<file path="config.mk">
export PLATFORM = sky130hd
export DESIGN_NAME = vga_mode_ctrl
export DESIGN_NICKNAME = d
export VERILOG_FILES = /design/src/rtl/vga_pkg.sv /design/src/rtl/vga_vs_sync.sv /design/src/rtl/vga_mode_ctrl.sv
export SDC_FILE = /design/constraint.sdc
export NUM_CORES = 1
export LEC_CHECK = 0
export CORE_UTILIZATION = 53
export CTS_BUF_LIST = sky130_fd_sc_hd__clkbuf_4 sky130_fd_sc_hd__clkbuf_8
export CTS_CLUSTER_DIAMETER = 60
export DETAILED_ROUTE_END_ITERATION = 12
export PLACE_DENSITY_LB_ADDON = 0.3
export REMOVE_ABC_BUFFERS = 1
export SLEW_MARGIN = 20
export SYNTH_ARGS = -nofsm -noshare
export SYNTH_HDL_FRONTEND = slang
export SYNTH_HIERARCHICAL = 1
export SYNTH_SLANG_ARGS = --single-unit
</file>
<file path="constraint.sdc">
create_clock -name pixel_clk -period 4.55 [get_ports pixel_clk]
set_input_delay 0.455 -clock pixel_clk [delete_from_list [all_inputs] [get_ports pixel_clk]]
set_output_delay 0.455 -clock pixel_clk [all_outputs]
set_load 0.05 [all_outputs]
</file>
<file path="src/rtl/vga_pkg.sv">
// Shared definitions for the VGA mode-switch controller: mode timing table,
// active-area constants and the controller FSM state encoding.
package vga_pkg;

  localparam int H_ACTIVE = 640;
  localparam int V_ACTIVE = 480;

  typedef struct packed {
    logic [11:0] h_fporch;
    logic [11:0] h_sync;
    logic [11:0] h_bporch;
    logic [11:0] v_fporch;
    logic [11:0] v_sync;
    logic [11:0] v_bporch;
  } mode_cfg_t;

  // Index = mode number: 60, 72, 75 and 85 Hz variants of 640x480.
  localparam mode_cfg_t MODE_TABLE [4] = '{
    '{12'd16, 12'd96, 12'd48,  12'd10, 12'd2, 12'd33},
    '{12'd24, 12'd40, 12'd128, 12'd9,  12'd3, 12'd28},
    '{12'd16, 12'd64, 12'd120, 12'd1,  12'd3, 12'd16},
    '{12'd56, 12'd56, 12'd80,  12'd1,  12'd3, 12'd25}
  };

  typedef enum logic [1:0] {
    ST_IDLE       = 2'd0,
    ST_WAIT_FRAME = 2'd1,
    ST_SETTLE     = 2'd2
  } state_t;

endpackage

</file>
<file path="src/rtl/vga_vs_sync.sv">
// Synchronizes the generator's active-low vsync and emits a registered
// one-cycle frame_tick on its falling edge.
module vga_vs_sync #(
  parameter int SYNC_STAGES = 2
) (
  input  logic clk,
  input  logic rst_n,
  input  logic vs,
  output logic frame_tick
);

  logic [SYNC_STAGES-1:0] sync_q;
  logic                   last_q;

  // Chain resets to the idle-high level so reset release never fakes an edge.
  always_ff @(posedge clk or negedge rst_n) begin
    if (!rst_n) begin
      sync_q     <= '1;
      last_q     <= 1'b1;
      frame_tick <= 1'b0;
    end else begin
      sync_q     <= {sync_q[SYNC_STAGES-2:0], vs};
      last_q     <= sync_q[SYNC_STAGES-1];
      frame_tick <= last_q & ~sync_q[SYNC_STAGES-1];
    end
  end

endmodule

</file>
<file path="src/rtl/vga_mode_ctrl.sv">
// Mode-switch controller: accepts mode requests, applies new porch/sync
// timing at a frame boundary and mutes video while the monitor re-locks.
module vga_mode_ctrl
  import vga_pkg::*;
#(
  parameter int MUTE_FRAMES    = 2,
  parameter int SYNC_STAGES    = 2,
  parameter int TIMEOUT_CYCLES = 1048576
) (
  input  logic        pixel_clk,
  input  logic        rst_n,
  input  logic        mode_req_valid,
  input  logic [1:0]  mode_req_sel,
  output logic        mode_req_ready,
  input  logic        vga_vs,
  output logic [11:0] h_fporch,
  output logic [11:0] h_sync,
  output logic [11:0] h_bporch,
  output logic [11:0] v_fporch,
  output logic [11:0] v_sync,
  output logic [11:0] v_bporch,
  output logic [1:0]  mode_cur,
  output logic        video_mute,
  output logic        mode_done
);

  localparam int TW = 21;
  localparam int FW = 4;

  state_t          state;
  state_t          state_next;
  logic            frame_tick;
  logic [1:0]      pending;
  logic [TW-1:0]   tcnt;
  logic [FW-1:0]   fcnt;
  logic            from_wait;
  mode_cfg_t       cfg_q;
  logic            accept;
  logic            same_mode;
  logic            apply;
  logic            finish;

  vga_vs_sync #(.SYNC_STAGES(SYNC_STAGES)) u_vs_sync (
    .clk        (pixel_clk),
    .rst_n      (rst_n),
    .vs         (vga_vs),
    .frame_tick (frame_tick)
  );

  // Handshake: a request transfers on any edge where mode_req_valid and
  // mode_req_ready are both high; the requester holds valid/sel until then.
  assign mode_req_ready = (state == ST_IDLE);

  assign h_fporch = cfg_q.h_fporch;
  assign h_sync   = cfg_q.h_sync;
  assign h_bporch = cfg_q.h_bporch;
  assign v_fporch = cfg_q.v_fporch;
  assign v_sync   = cfg_q.v_sync;
  assign v_bporch = cfg_q.v_bporch;

  always_ff @(posedge pixel_clk or negedge rst_n) begin
    if (!rst_n) state <= ST_SETTLE;
    else        state <= state_next;
  end

  // A frame_tick landing in IDLE is deliberately ignored, even alongside an accept.
  always_comb begin
    state_next = state;
    accept     = 1'b0;
    same_mode  = 1'b0;
    apply      = 1'b0;
    finish     = 1'b0;
    case (state)
      ST_IDLE: begin
        if (mode_req_valid) begin
          accept = 1'b1;
          if (mode_req_sel == mode_cur) same_mode = 1'b1;
          else                          state_next = ST_WAIT_FRAME;
        end
      end
      ST_WAIT_FRAME: begin
        if (frame_tick || tcnt == TW'(TIMEOUT_CYCLES - 1)) begin
          apply      = 1'b1;
          state_next = ST_SETTLE;
        end
      end
      ST_SETTLE: begin
        if (frame_tick && fcnt == FW'(MUTE_FRAMES - 1)) begin
          finish     = 1'b1;
          state_next = ST_IDLE;
        end
      end
      default: state_next = ST_IDLE;
    endcase
  end

  // from_wait distinguishes a real switch from the post-reset settle.
  always_ff @(posedge pixel_clk or negedge rst_n) begin
    if (!rst_n) begin
      pending    <= 2'd0;
      tcnt       <= '0;
      fcnt       <= '0;
      from_wait  <= 1'b0;
      cfg_q      <= MODE_TABLE[0];
      mode_cur   <= 2'd0;
      video_mute <= 1'b1;
      mode_done  <= 1'b0;
    end else begin
      mode_done <= 1'b0;
      if (accept) begin
        pending <= mode_req_sel;
        if (same_mode) begin
          mode_done <= 1'b1;
        end else begin
          video_mute <= 1'b1;
          tcnt       <= '0;
        end
      end
      if (state == ST_WAIT_FRAME && !apply && tcnt != '1) tcnt <= tcnt + 1'b1;
      if (apply) begin
        cfg_q     <= MODE_TABLE[pending];
        mode_cur  <= pending;
        fcnt      <= '0;
        from_wait <= 1'b1;
      end
      if (state == ST_SETTLE && frame_tick) begin
        if (finish) begin
          video_mute <= 1'b0;
          mode_done  <= from_wait;
          from_wait  <= 1'b0;
        end else begin
          fcnt <= fcnt + 1'b1;
        end
      end
    end
  end

endmodule

</file>
== Yosys cells after proc, flatten, opt, wreduce, memory -nomap -nowiden ==
Index checks and enable logic that the tools add are counted.

* Add/sub/neg operators: 2
* Order comparisons: 1
* Equality and inequality tests: 11
* Mux-type cells: 34
* Bitwise logic cells: 3
* Reduce and logical (&&, ||, !) cells: 10

{| class="wikitable"
|+ Operators with widths
! operator !! count
|-
| $bmux W72 S2 || 1
|-
| $mux W72 || 2
|-
| $mux W21 || 3
|-
| $add A21 B1 Y21 const B || 1
|-
| $eq A21 B20 Y1 const B || 1
|-
| $ne A21 B21 Y1 const B || 1
|-
| $mux W1 || 20
|-
| $mux W4 || 3
|-
| $mux W2 || 4
|-
| $ne A2 B2 Y1 const B || 4
|-
| $pmux W2 S3 || 1
|-
| $add A4 B1 Y4 const B || 1
|-
| $eq A4 B1 Y1 const B || 1
|-
| $logic_and A1 B1 Y1 || 4
|-
| $reduce_and A4 Y1 || 1
|-
| $ge A3 B3 Y1 const B || 1
|-
| $not A2 Y3 || 1
|-
| $eq A2 B1 Y1 const B || 1
|-
| $eq A2 B2 Y1 || 1
|-
| $eq A2 B2 Y1 const B || 1
|-
| $logic_not A2 Y1 || 1
|-
| $ne A2 B1 Y1 const B || 1
|-
| $reduce_and A2 Y1 || 1
|-
| $reduce_bool A2 Y1 || 1
|-
| other kinds (4) || 4
|}

* Register bits: 110
* Bits of input ports: 6
* Output and inout port bits: 77
* Logic and storage cells: 78

== Logic depth before layout (Yosys ltp) ==
* Word-level depth: 9
* Gate-level depth with buffers: 8
* Depth with buffers taken out: 7

== Modules after synthesis ==
Netlist, hierarchy kept.

{| class="wikitable"
|+ By module, submodules not included
! module !! times used !! cells an instance !! area each (µm²) !! seq. area each (µm²)
|-
| vga_mode_ctrl || 1 || 291 || 2798.9 || 1111.1
|-
| vga_vs_sync || 1 || 5 || 117.6 || 103.8
|}

== Worst setup path before layout ==
No wires, ideal clock.

* Kind: reg-to-reg
* Start point: register tcnt[0]
* End point: register cfg_q (netlist bit h_bporch[3])
* Library setup time: 125 ps
* Data arrival time: 1758 ps
* Path slack: 2667 ps
* Stages on the path, launching flop included: 8
* Clock period less this slack: 1883 ps
* Path through: dfrtp_1 ha_1 and3_1 nand3_1 nor4_2 o21a_1 buf_6 mux2_2

* Longest elaborated chain between the ends: 4

{| class="wikitable"
|+ Ends and longest elaborated chain
! element !! RTL line !! text
|-
| start: declaration || vga_mode_ctrl.sv:34 || <nowiki>logic [TW-1:0] tcnt;</nowiki>
|-
| start signal: assignment || vga_mode_ctrl.sv:119 || <nowiki>if (state == ST_WAIT_FRAME && !apply && tcnt != '1) tcnt <= tcnt + 1'b1;</nowiki>
|-
| $eq A21 B20 Y1 || vga_mode_ctrl.sv:82 || <nowiki>if (frame_tick || tcnt == TW'(TIMEOUT_CYCLES - 1)) begin</nowiki>
|-
| $logic_or A1 B1 Y1 || vga_mode_ctrl.sv:82 ||
|-
| $mux W1 || vga_mode_ctrl.sv:82 ||
|-
| $mux W1 || vga_mode_ctrl.sv:73 || <nowiki>case (state)</nowiki>
|-
| end signal: assignment || vga_mode_ctrl.sv:104 || <nowiki>cfg_q <= MODE_TABLE[0];</nowiki>
|-
| end signal: assignment || vga_mode_ctrl.sv:121 || <nowiki>cfg_q <= MODE_TABLE[pending];</nowiki>
|-
| end: declaration || vga_mode_ctrl.sv:37 || <nowiki>mode_cfg_t cfg_q;</nowiki>
|}

Every way passes these cells.
A chain may end at the register's enable or synchronous reset.

== Worst setup path after layout ==
* Start point: register tcnt[0]
* End point: register cfg_q (netlist bit h_sync[4])

The elaborated chain is that of the path after synthesis.

==> metrics.txt <==
status=completed; Gate Count Post-Synth=296; Final min period=2450 ps; # diodes=0; initial antenna violation count=0; MaxCap Viol Count=0; worst vdd ir=0.670 mV; Crit path required time=4730 ps; Setup WS pre-CTS=2090 ps; commonest non-fill, non-tap cell in the layout=conb_1; Nets=330; Leakage=0.00138 µW; Routed Wire Length=4.80 mm; Top Family by Delay on Critical Path=compound AO/OA/AOI/OAI gates; footprint of the multi-input gates=0.00131 mm²; CTS root buffer=clkbuf_8; final worst-path cycle share=0.539; HPWL Detailed=3.51 mm; fmax=0.408 GHz; gpl congestion=0.846; IO buf count=30; most frequent cells in the layout=conb_1, dfrtp_1, clkdlybuf4s50_1, nand2_1, o21ai_0; first-pass GRT wire length=8.28 mm; PD cells=648 mW/mm²; vias in the first global route=1,842; element type at the critical path start=flip-flop; Synthesis Warnings=6; Setup Viol. Count Final=0; Yosys reg bits=48; Post-Syn Area=0.00292 mm²; syn avg cell area=9.85 µm²; Hold Violations, Final=0; Bufs and invs on worst path=0; setup tns final=0 ps; H-tree Lvls=2; CORE AREA=0.00520 mm²; Rows=26; filler instances=461; Initial Util=0.560; drt initial violations=149; post_cts resized=0; clk sinks=48; Global Route Usage Sum=0.177; Hold Buf Count CTS=0; CTS tree=yes; Final ANT Viol Nets=0; fin cells=385; DR WL/cell=12.5 µm; vias per cell=4.98; chip width=76.2 µm; drt first pass iters=4; CP Cell Sequence=ha_1, and3_1, nand3_1, nor4_2, o21a_1, mux2_2; CTS clk-pin slew, worst paths=90 ps; clk_skew=11.3 ps; worst skew pair latency=300 ps; Worst-Margin Slew=955 ps; CTS Buf Count=5; pin count of the biggest net entering global routing=49; CP endpoint kind=flip-flop; Die Ht=76.2 µm; Slew Viols, Final=0; arrival time worst endpoint=2640 ps; number of synthesized flops with an enable pin=0; Finished Core Util=0.589; Layout area overhead=5.11%; unrepaired setup endpoints after global routing=false; Post-CTS Setup Inserts=0; Worst path slowest cell=o21a_1; Hold Crit Class=in2async; Setup WS post-layout=2100 ps; slew margin rel.=0.359; routed vias=1,919; layout cell share with drive strength beyond 1=0.117; register area share after synthesis=0.417; Post-synth ARST share=1.00; crit path max fanout=18; Die ar.=0.00580 mm²; register area=0.00121 mm²; clk buf depth=2; dpl cells=377; GR Overflow Total=0; CP Class=reg2reg; Critical Path Max Stage Delay=650 ps; drc violations=0; number of distinct library cells after synthesis=46; Pwr Total=1990 µW; I/O Pins=83; top_reg_cell synth=dfrtp_1
flip-flops by register name, indices dropped and copies added (netlist names):
name                  count
h_sync                    2
pending                   2
fcnt                      4
u_vs_sync/sync_q          2
state                     2
u_vs_sync/last_q          1
v_bporch                  2
video_mute                1
tcnt                     21
mode_done                 1
from_wait                 1
v_fporch                  3
mode_cur                  1
u_vs_sync/frame_tick      1
h_bporch                  4
worst paths after layout:
check,from,to,slack [ps],cells past startpoint
max in group asynchronous,rst_n,tcnt[1],4000,1
min,rst_n,h_bporch[3],150,1
min reg2reg,u_vs_sync/sync_q[0],u_vs_sync/sync_q[1],360,0
min in group pixel_clk,u_vs_sync/sync_q[0],u_vs_sync/sync_q[1],360,0
max,tcnt[0],h_sync[4],2100,6
max reg2reg,tcnt[0],h_sync[4],2100,6
per-stage QoR:
step	hold WS, ps	area (µm²)
4_1_cts	364	3060
3_3_place_gp	347	2970
5_1_grt	200	3070
6_report	150	3070
3_5_place_dp	352	2970
2_1_floorplan	159	2580
layout make-up:
| cell class | instances | share of cell area |
|---|---|---|
| inverter | 15 | 0.0184 |
| timing repair buffer | 30 | 0.0971 |
| sequential | 48 | 0.396 |
| clock buffer | 8 | 0.0318 |
| tap | 70 | 0.0286 |
| multi-input combinational | 214 | 0.428 |
report_power, final:
part           leakage, µW  switching, µW  total (µW)  internal [µW]
Clock            0.0000523            138         274            136
Sequential        0.000609           97.1         648            551
Combinational     0.000723            741        1070            324
Total              0.00138            976        1990           1010
kinds of logic (layout without fill, tap and decap cells):
family	count (synthesis)	after routing	synth area share
other cells	2	52	0.00257
mux	16	16	0.0579
xor+xnor	5	5	0.0150
compound gates	51	51	0.104
flops	48	48	0.417
simple gates	80	80	0.163
buf+inv	84	53	0.198
fa+ha+maj	10	10	0.0429
metal layers:
metal,wire length (µm),up-vias,global-route usage,share of wire
met5,0,-,0,0
met4,68,0,0.0654,0.014
met3,190,7,0.0323,0.040
met2,2450,54,0.315,0.51
met1,2090,920,0.213,0.44
li1,-,938,-,-
cell usage after synthesis (all sizes together) (4+ instances only):
| master | count | area share |
|---|---|---|
| dfstp | 11 | 0.099 |
| mux2i | 9 | 0.031 |
| buf | 67 | 0.18 |
| a21oi | 15 | 0.026 |
| inv | 15 | 0.019 |
| ha | 10 | 0.043 |
| nor2 | 12 | 0.015 |
| nand4 | 9 | 0.021 |
| o21ai | 19 | 0.033 |
| dfrtp | 37 | 0.32 |
| or3 | 5 | 0.011 |
| nor2b | 4 | 0.011 |
| o21a | 4 | 0.010 |
| nand2 | 18 | 0.023 |
| mux2 | 7 | 0.027 |
| nand3 | 16 | 0.032 |
Note: power is estimated with default switching activity, not from simulation.
